### src/rtl/uart_tx_arbiter.sv
// Round-robin arbiter sharing one uart_top transmit channel between NUM_REQ byte producers.
// Optional packet lock (keep the channel until req_last) is enabled with `define ARB_PACKET_LOCK_EN.
module uart_tx_arbiter #(
  parameter int unsigned NUM_REQ        = 4,
  parameter int unsigned DATA_WIDTH     = 8,
  parameter int unsigned TIMEOUT_CYCLES = 4096,
  parameter int unsigned CNT_W          = 12
) (
  input  logic                          clk,
  input  logic                          reset,
  input  logic [NUM_REQ-1:0]            req_valid,
  input  logic [NUM_REQ*DATA_WIDTH-1:0] req_data,
  input  logic [NUM_REQ-1:0]            req_last,
  output logic [NUM_REQ-1:0]            req_ready,
  output logic [DATA_WIDTH-1:0]         tx_data,
  output logic                          tx_valid,
  input  logic                          tx_ready,
  output logic [NUM_REQ-1:0]            grant,
  output logic                          busy,
  output logic                          timeout_err
);

  localparam int unsigned IDX_W = (NUM_REQ > 1) ? $clog2(NUM_REQ) : 1;

  typedef enum logic [1:0] {IDLE, PRESENT, DRAIN} state_t;

  state_t                  state, state_n;
  logic                    sync1, rdy_s;
  logic [IDX_W-1:0]        last_grant, last_n;
  logic [CNT_W-1:0]        cnt, cnt_n;
  logic [DATA_WIDTH-1:0]   tx_data_n;
  logic                    tx_valid_n, timeout_n;
  logic [NUM_REQ-1:0]      grant_n, win_onehot;
  logic                    win_found;
  logic [IDX_W-1:0]        win_idx;

`ifdef ARB_PACKET_LOCK_EN
  logic lock_active, lock_n;
`else
  logic unused_last;
  assign unused_last = ^req_last;
`endif

  // tx_ready lives in the baud domain
  always_ff @(posedge clk or posedge reset) begin
    if (reset) begin
      sync1 <= 1'b0;
      rdy_s <= 1'b0;
    end else begin
      sync1 <= tx_ready;
      rdy_s <= sync1;
    end
  end

  // Rotating-priority search starting just after the last owner
  always_comb begin
    int unsigned cand;
    win_found = 1'b0;
    win_idx   = '0;
    cand      = 0;
    for (int unsigned k = 1; k <= NUM_REQ; k++) begin
      cand = (32'(last_grant) + k) % NUM_REQ;
      if (!win_found && req_valid[IDX_W'(cand)]) begin
        win_found = 1'b1;
        win_idx   = IDX_W'(cand);
      end
    end
`ifdef ARB_PACKET_LOCK_EN
    // A locked packet owner is always the last granted requester
    if (lock_active) begin
      win_found = req_valid[last_grant];
      win_idx   = last_grant;
    end
`endif
  end

  assign win_onehot = NUM_REQ'(1) << win_idx;
  assign req_ready  = (state == IDLE && rdy_s && win_found) ? win_onehot : '0;

  always_comb begin
    state_n    = state;
    tx_data_n  = tx_data;
    tx_valid_n = tx_valid;
    grant_n    = grant;
    last_n     = last_grant;
    cnt_n      = cnt;
    timeout_n  = 1'b0;
`ifdef ARB_PACKET_LOCK_EN
    lock_n     = lock_active;
`endif
    case (state)
      IDLE: begin
        if (rdy_s && win_found) begin
          state_n    = PRESENT;
          tx_data_n  = req_data[32'(win_idx)*DATA_WIDTH +: DATA_WIDTH];
          tx_valid_n = 1'b1;
          grant_n    = win_onehot;
          last_n     = win_idx;
          cnt_n      = '0;
`ifdef ARB_PACKET_LOCK_EN
          lock_n     = !req_last[win_idx];
`endif
        end
      end
      PRESENT: begin
        cnt_n = cnt + 1'b1;
        // Acceptance takes precedence over a coincident timeout
        if (!rdy_s) begin
          tx_valid_n = 1'b0;
          state_n    = DRAIN;
        end else if (cnt == CNT_W'(TIMEOUT_CYCLES - 1)) begin
          tx_valid_n = 1'b0;
          grant_n    = '0;
          timeout_n  = 1'b1;
          state_n    = IDLE;
`ifdef ARB_PACKET_LOCK_EN
          lock_n     = 1'b0;
`endif
        end
      end
      DRAIN: begin
        if (rdy_s) begin
          grant_n = '0;
          state_n = IDLE;
        end
      end
      default: state_n = IDLE;
    endcase
  end

  always_ff @(posedge clk or posedge reset) begin
    if (reset) begin
      state       <= IDLE;
      tx_data     <= '0;
      tx_valid    <= 1'b0;
      grant       <= '0;
      busy        <= 1'b0;
      timeout_err <= 1'b0;
      last_grant  <= IDX_W'(NUM_REQ - 1);
      cnt         <= '0;
`ifdef ARB_PACKET_LOCK_EN
      lock_active <= 1'b0;
`endif
    end else begin
      state       <= state_n;
      tx_data     <= tx_data_n;
      tx_valid    <= tx_valid_n;
      grant       <= grant_n;
      busy        <= (state_n != IDLE);
      timeout_err <= timeout_n;
      last_grant  <= last_n;
      cnt         <= cnt_n;
`ifdef ARB_PACKET_LOCK_EN
      lock_active <= lock_n;
`endif
    end
  end

endmodule

### config.mk
export PLATFORM = sky130hd
export DESIGN_NAME = uart_tx_arbiter
export DESIGN_NICKNAME = d
export VERILOG_FILES = /design/src/rtl/uart_tx_arbiter.sv
export SDC_FILE = /design/constraint.sdc
export NUM_CORES = 1
export LEC_CHECK = 0
export CAP_MARGIN = 20
export CORE_AREA = 8 8 71 73
export CTS_CLUSTER_SIZE = 40
export DETAILED_ROUTE_END_ITERATION = 10
export DIE_AREA = 0 0 79 81
export PLACE_DENSITY_LB_ADDON = 0.3
export SLEW_MARGIN = 20
export SYNTH_ARGS = -nofsm -noshare
export SYNTH_HDL_FRONTEND = slang
export SYNTH_SLANG_ARGS = --single-unit
### constraint.sdc
create_clock -name clk -period 5.2 [get_ports clk]
set_clock_uncertainty 0.2 [all_clocks]
set_input_delay 1.04 -clock clk [delete_from_list [all_inputs] [get_ports clk]]
set_output_delay 1.04 -clock clk [all_outputs]
set_load 0.01 [all_outputs]
==> results of run 1 <==
-- worst reg2reg max path, stage by stage (launching register included) --
cell	delay [ns]
dfrtp_1	0.44
inv_1	0.11
ha_1	0.49
nor2_8	0.07
a21o_1	0.27
or4b_4	0.56
xor2_1	0.14
nor2_1	0.05
-- worst paths after layout --
kind / start / to / slack [ns] / cells past startpoint
setup / recovery: req_valid[3] / req_ready[2] / 0.74 / 5
hold / removal: sync1$_DFF_PP0_ / rdy_s$_DFF_PP0_ / 0.15 / 0
setup reg to reg: state[1]$_DFF_PP0_ / cnt[10]$_DFFE_PP0P_ / 2.74 / 7
hold reg to reg: sync1$_DFF_PP0_ / rdy_s$_DFF_PP0_ / 0.15 / 0
max in group asynchronous: reset / last_grant[1]$_DFFE_PP1P_ / 3.52 / 3
min in group asynchronous: reset / cnt[0]$_DFFE_PP0P_ / 0.95 / 3
-- Yosys cell counts, types with 3 or more instances --
cell type	instances
dfrtp_1	31
nand2_1	27
nor2_1	15
mux2i_1	9
a22oi_1	8
o221ai_1	8
a21oi_1	6
inv_1	6
ha_1	5
nand3_1	5
o21ai_0	5
buf_2	4
nor2b_1	4
nor3_1	4
xnor2_1	4
xor2_1	4
a31oi_1	3
buf_6	3
clkbuf_1	3
nor3b_1	3
-- kinds of logic after synthesis --
kind of cell    share of synthesized area
simple gates                        0.214
compound gates                      0.184
flops                               0.432
buf+inv                            0.0535
mux                                0.0469
xor+xnor                           0.0365
fa+ha+maj                          0.0326
-- sequential cells by signal (all words and copies together) (netlist names) --
register,count
busy,1
cnt,12
grant,4
last_grant,2
rdy_s,1
state,2
sync1,1
timeout_err,1
tx_data,8
tx_valid,1
-- routing by layer --
metal  vias to the layer above  GRT usage  part of all wire
met1                       799      0.192              0.43
met3                         2     0.0651             0.074
met4                         0     0.0389            0.0047
met5                         -          0                 0
li1                        828          -                 -
met2                        57      0.251              0.49
-- metrics by stage --
step	worst slack [ns]	area (µm²)	cells	power (mW)
6_report	0.738	2610	305	1.20
3_3_place_gp	0.732	2510	297	0.984
2_1_floorplan	1.67	1920	198	0.785
3_5_place_dp	0.736	2510	297	0.996
4_1_cts	0.733	2610	305	1.22
5_1_grt	0.642	2610	305	1.29
-- power by group through the flow --
stage	Clock (mW)	Sequential (mW)	Combinational, mW
2_1_floorplan	0	0.408	0.377
3_3_place_gp	0	0.399	0.586
3_5_place_dp	0	0.402	0.595
4_1_cts	0.220	0.399	0.596
5_1_grt	0.231	0.411	0.650
6_report	0.215	0.400	0.590
-- final cells by class --
cell class | count | area (µm²)
fillers | 319 | 1310
multi-input cells | 147 | 993
flip-flops and latches | 33 | 828
repair buffers | 61 | 601
clock buffers | 7 | 96.3
well taps | 50 | 62.6
inverters | 6 | 22.5
clock inverters | 1 | 5.00
==> results_dict.tcl, run 1 <==
set metrics [dict create \
    synth_edf_count 0 \
    crit_fanout 11 \
    routed_wl_mm 4.91 \
    n_antenna_cell 0 \
    dp.final_hpwl_mm 3.66 \
    synth_area_leaders "dfrtp_1, nand2_1, mux2i_1" \
    yosysWarningCount 0 \
    critPathBufInv 2 \
    ys_types 51 \
    synth.top_cell.area_share 0.404 \
    io_buffers 57 \
    worstMarginPinSlew_ns 0.633 \
    timing.fmax_ghz 0.224 \
    area_growth_syn_to_layout_pct 35.9 \
    crit_family "buffers and inverters" \
    gp_congestion 0.819 \
    die_w_um 79 \
    row_count 23 \
    avgSynthCellArea_um2 9.69 \
    maxSlewViolCount 0 \
    hold_viol_final 0 \
    cts_sinks 33 \
    globalRouteOverflowTotal 0 \
    rsz0062_at_grt "false" \
    arrival_ns 3.22 \
    clock_path_buffers 2 \
    synth-seq-cells 33 \
    cts_root_buf "clkbuf_8" \
    cts_hold_repair.buffers 0 \
    synthFlopType "dfrtp_1" \
    wl_per_cell_um 16.1 \
    cp-end-kind "output port" \
    clk_latency_ns 0.28 \
    h-tree-depth 2 \
    min_path_type "reg -> reg" \
    pwr-share-comb 0.490 \
    setup_viol 0 \
    grt_usage 0.157 \
    ant_nets 0 \
    power.internal_uw 739 \
    ys_seq_area_frac 0.432 \
    hold-worst-slack_ns 0.154 \
    grt_max_degree 34 \
    synthCells 198 \
    firstDrtPassIters 4 \
    cts_buffers 5 \
    p_leak_nw 1.12 \
    critPathSlowestCell "clkdlybuf4s50_1" \
    drtIter0Drc 112 \
    core-area_um2 3910 \
    antenna_found_initial 0 \
    pwr-share-seq 0.332 \
    switchingPower_uw 465 \
    die-area_um2 6400 \
    syn_nets 246 \
    maxCapViolations 0 \
    synth_area_um2 1920 \
    drc 0 \
    cpPeakStageDelay_ns 0.60 \
    vdd_drop_max_uv 246 \
    layout_common_cells "clkdlybuf4s50_1, dfrtp_1, nand2_1" \
    crit_path_frequent_cell "clkdlybuf4s50_1" \
    layout-drive-gt1-share 0.0902 \
    die_h_um 81 \
    critPathKind "in -> out" \
    start_util 0.490 \
    netlist.top_cell.by_area "dfrtp_1" \
    fin_crit_ns 4.46 \
    post-cts-setup-buffer-count 0 \
    path_cells "clkdlybuf4s50_1 -> nor3b_1 -> o31ai_2 -> nor2b_1 -> clkdlybuf4s50_1" \
    clk_pin_slew_worst_paths_ns 0.07 \
    async_reset_ff_frac 1.00 \
    fin_crit_sh 0.858 \
    p_clk_frac 0.178 \
    status "finished, final reports clean" \
    cts_tree "yes" \
    crit_required_ns 3.96 \
    p_sw_frac 0.386 \
    grt_pass1_vias 1703 \
    slew_headroom 0.577 \
    dr_total_vias 1686 \
    p_per_area_nw_per_um2 462 \
    utilization 0.667 \
    final_common_cell "clkdlybuf4s50_1" \
    startpoint_type "primary input" \
    grt_pass1_wl_mm 8.02 \
    io_pins 62 \
    ctsResizeCount 0 \
    tns_ns 0 \
    avgViaCountPerCell 5.53 \
    nets 302 \
]
No activity file was read; power rests on OpenSTA's default activity.
==> run 2, diff against run 1 <==
--- a/config.mk
+++ b/config.mk
@@ -12,2 +12,3 @@
 export DIE_AREA = 0 0 79 81
+export GPL_ROUTABILITY_DRIVEN = 0
 export PLACE_DENSITY_LB_ADDON = 0.3
==> constraint.sdc (replaced) <==
create_clock -name clk -period 5.2 [get_ports clk]
set_clock_uncertainty 0.2 [all_clocks]
set_input_delay 0.78 -clock clk [delete_from_list [all_inputs] [get_ports clk]]
set_output_delay 0.78 -clock clk [all_outputs]
set_load 0.01 [all_outputs]
==> run 2 against run 1 <==
- fmax is 11% higher
- core utilization stayed put
- final area stayed put
- largest cell class unchanged
- sequential share of layout area stayed put
- clock power is 2% lower
- critical path depth is 1 higher
==> results_dict.tcl, run 2 (synthesized netlist as in run 1, its figures left out) <==
set metrics [dict create \
    r2r_slack_ns 2.76 \
    whs_path_depth 0 \
    clk_latency_ns 0.28 \
    dr_total_vias 1670 \
    io_buffers 57 \
    setup_viol 0 \
    vdd_drop_max_uv 294 \
    ctsResizeCount 0 \
    drc 0 \
    cts_hold_repair.buffers 0 \
    hold-worst-slack_ns 0.151 \
    cts_sinks 33 \
    arrival_ns 3.04 \
    n_antenna_cell 0 \
    die_h_um 81 \
    layout_common_cells "clkdlybuf4s50_1, dfrtp_1, nand2_1" \
    final_common_cell "clkdlybuf4s50_1" \
    slew_headroom 0.570 \
    grt_usage 0.147 \
    reg2reg_to "cnt[10]$_DFFE_PP0P_" \
    layout-drive-gt1-share 0.0902 \
    avgViaCountPerCell 5.48 \
    cts_root_buf "clkbuf_8" \
    start_util 0.490 \
    status "finished, final reports clean" \
    globalRouteOverflowTotal 0 \
    crit_fanout 12 \
    worstMarginPinSlew_ns 0.643 \
    routed_wl_mm 4.70 \
    post-place-cells 297 \
    p_leak_nw 1.12 \
    grt_max_degree 34 \
    firstDrtPassIters 4 \
    reg.largest.list "cnt: 12 flops, tx_data: 8 flops, grant: 4 flops" \
    top_register "cnt" \
    antenna_found_initial 0 \
    min_path_type "reg -> reg" \
    hold_viol_final 0 \
    startpoint_type "primary input" \
    fin_crit_ns 4.02 \
    ant_nets 0 \
    clk_pin_slew_worst_paths_ns 0.07 \
    row_count 23 \
    r2r-start "state[1]$_DFF_PP0_" \
    nets 302 \
    dp_worst_setup_slack_ns 1.20 \
    grt_pass1_wl_mm 7.54 \
    largest_reg_flops 12 \
    cts_tree "yes" \
    maxSlewViolCount 0 \
    drtIter0Drc 124 \
    post-cts-setup-buffer-count 0 \
    die_w_um 79 \
    core-area_um2 3910 \
    h-tree-depth 2 \
    timing.fmax_ghz 0.249 \
    wl_per_cell_um 15.4 \
    grt_pass1_vias 1577 \
    critPathKind "in -> out" \
    cp-end-kind "output port" \
    clock_path_buffers 2 \
    rsz0062_at_grt "false" \
    finalWorstSetupSlack_ns 1.18 \
    place_area_um2 2510 \
    p_per_area_nw_per_um2 459 \
    crit_required_ns 4.22 \
    cts_buffers 5 \
    area_growth_syn_to_layout_pct 35.9 \
    maxCapViolations 0 \
    die-area_um2 6400 \
    final_cells 305 \
    finalPower_mw 1.20 \
    final_cell_area_um2 2610 \
    hold_start "sync1$_DFF_PP0_" \
    fin_crit_sh 0.773 \
    io_pins 62 \
    tns_ns 0 \
    reg2regPathDepth 7 \
    utilization 0.667 \
    dp.final_hpwl_mm 3.46 \
    min_to "rdy_s$_DFF_PP0_" \
]
run 2: cell counts in the layout (fill, tap and decap cells not counted):
Identical to the previous run, type by type.
run 2: critical path: stages:
cell and delay, ns:
clkdlybuf4s50_1 0.59, or4_4 0.60, o31ai_2 0.09, buf_4 0.27, nor2b_1 0.16, clkdlybuf4s50_1 0.54
run 2: worst max path at each step:
stage / slack (ns) / end / startpoint
after detailed placement: 1.20 / req_ready[2] / req_valid[3]
after global placement: 1.22 / req_ready[2] / req_valid[1]
after floorplan: 2.19 / req_ready[2] / req_valid[0]
after CTS: 1.18 / req_ready[2] / req_valid[3]
after global routing: 1.07 / req_ready[2] / req_valid[3]
final: 1.18 / req_ready[2] / req_valid[3]
run 2: per-layer routing:
metal | up-vias | part of all wire | global-route usage
li1 | 831 | - | -
met1 | 781 | 0.43 | 0.185
met2 | 54 | 0.48 | 0.228
met3 | 4 | 0.075 | 0.0596
met4 | 0 | 0.0098 | 0.0389
met5 | - | 0 | 0
run 2: report_power, final:
part / switching [mW] / internal [mW] / total [mW]
clock network: 0.0919 / 0.120 / 0.211
registers: 0.0618 / 0.338 / 0.400
logic: 0.305 / 0.281 / 0.586
run 2: layout make-up:
type | count | area (µm²)
Clock buffer | 7 | 96.3
Clock inverter | 1 | 5.00
Fill cell | 325 | 1310
Inverter | 6 | 22.5
Multi-Input combinational cell | 147 | 993
Sequential cell | 33 | 828
Tap cell | 50 | 62.6
Timing Repair Buffer | 61 | 601
==> run 3, diff against run 2 <==
- CORE_AREA: 8 8 71 73 -> 8 8 74 76
- DIE_AREA: 0 0 79 81 -> 0 0 82 84
- clock period: 5.2 -> 3.9 ns (I/O delays scaled with it)
==> run 3 against run 2 <==
- clock power grew 16%
- global-route usage up 0.10 points
- total power up 32%
- via count increased by 0.24%
- critical endpoint unchanged
==> results_dict.tcl, run 3 (synthesized netlist as in run 1, its figures left out) <==
set metrics [dict create \
    core-area_um2 4260 \
    area_growth_syn_to_layout_pct 36.9 \
    io_pins 62 \
    arrival_ns 2.77 \
    grt_pass1_vias 1645 \
    seq_area_um2 828 \
    startpoint_type "primary input" \
    cts_root_buf "clkbuf_8" \
    reg.largest.list "cnt: 12 flops, tx_data: 8 flops, grant: 4 flops" \
    grt.met3_usage 0.0388 \
    final_common_cell "clkdlybuf4s50_1" \
    finalPower_mw 1.58 \
    n_antenna_cell 0 \
    maxCapViolations 0 \
    routed_wl_mm 4.88 \
    min_path_type "reg -> reg" \
    tns_ns 0 \
    start_util 0.450 \
    drc 0 \
    globalRouteOverflowTotal 0 \
    ant_nets 0 \
    hold-worst-slack_ns 0.148 \
    p_leak_nw 1.13 \
    grt_pass1_wl_mm 7.99 \
    cts_sinks 33 \
    worstMarginPinSlew_ns 0.608 \
    top_register "cnt" \
    critPathKind "in -> out" \
    crit_required_ns 3.12 \
    avgViaCountPerCell 5.37 \
    antenna_found_initial 0 \
    fin_crit_sh 0.911 \
    use_met1 0.185 \
    timing.fmax_ghz 0.281 \
    die_h_um 84 \
    layout-drive-gt1-share 0.0962 \
    status "finished, final reports clean" \
    post-cts-setup-buffer-count 0 \
    finalWorstSetupSlack_ns 0.346 \
    slew_headroom 0.593 \
    cts_hold_repair.buffers 0 \
    fin_crit_ns 3.55 \
    die-area_um2 6890 \
    dp.final_hpwl_mm 3.68 \
    clk_pin_slew_worst_paths_ns 0.06 \
    setup_viol 0 \
    hold_viol_final 0 \
    io_buffers 57 \
    dr_total_vias 1674 \
    h-tree-depth 2 \
    layout_common_cells "clkdlybuf4s50_1, dfrtp_1, nand2_1" \
    p_per_area_nw_per_um2 601 \
    wl_per_cell_um 15.6 \
    largest_reg_flops 12 \
    clk_latency_ns 0.28 \
    cts_buffers 5 \
    rsz0062_at_grt "false" \
    maxSlewViolCount 0 \
    grt.busiest_layer "met2" \
    vdd_drop_max_uv 258 \
    grt_usage 0.148 \
    cp-end-kind "output port" \
    grt_max_degree 34 \
    multi_input_area_um2 993 \
    dp_worst_setup_slack_ns 0.371 \
    drtIter0Drc 83 \
    cts_tree "yes" \
    die_w_um 82 \
    fillCellCount 384 \
    row_count 24 \
    ctsResizeCount 0 \
    crit_fanout 11 \
    firstDrtPassIters 4 \
    globalRouteMet2Util 0.234 \
    clock_path_buffers 2 \
    nets 307 \
]
run 3: final cells by class:
cell class / count / share of cell area
timing repair buffer: 66 / 0.243
clock buffer: 8 / 0.0305
tap: 52 / 0.0248
sequential: 33 / 0.315
multi-input combinational: 147 / 0.378
inverter: 6 / 0.00857
run 3: power breakdown:
group | total, mW | leakage [nW] | switching [mW] | internal (mW)
sequential | 0.528 | 0.425 | 0.0771 | 0.451
combinational | 0.806 | 0.661 | 0.411 | 0.395
clock | 0.245 | 0.0395 | 0.119 | 0.127
run 3: worst max-delay path, cell delays in order:
cell,delay (ns)
clkdlybuf4s50_1,0.63
or4_4,0.23
nand3_2,0.22
or2_2,0.42
nor2b_1,0.12
clkdlybuf4s50_1,0.55
run 3: per-stage QoR:
stage               area, µm²  instances   util
finish                   2630        312  0.616
global route             2630        312  0.616
CTS                      2630        312  0.616
detailed placement       2550        304  0.597
global placement         2550        304  0.597
floorplan                1920        198      -
run 3: final timing paths:
path,from,cells past startpoint,slack (ns),endpoint
min,sync1$_DFF_PP0_,0,0.15,rdy_s$_DFF_PP0_
max,req_valid[0],6,0.35,req_ready[2]
max reg2reg,state[1]$_DFF_PP0_,7,1.48,cnt[10]$_DFFE_PP0P_
min reg2reg,sync1$_DFF_PP0_,0,0.15,rdy_s$_DFF_PP0_
min in group asynchronous,reset,3,0.49,cnt[2]$_DFFE_PP0P_
max in group asynchronous,reset,3,2.68,last_grant[0]$_DFFE_PP1P_
run 3: metal layers:
layer / routed length [µm] / up-vias
met3: 235 / 5
li1: - / 840
met4: 59 / 0
met1: 2150 / 793
met2: 2430 / 36
met5: 0 / -
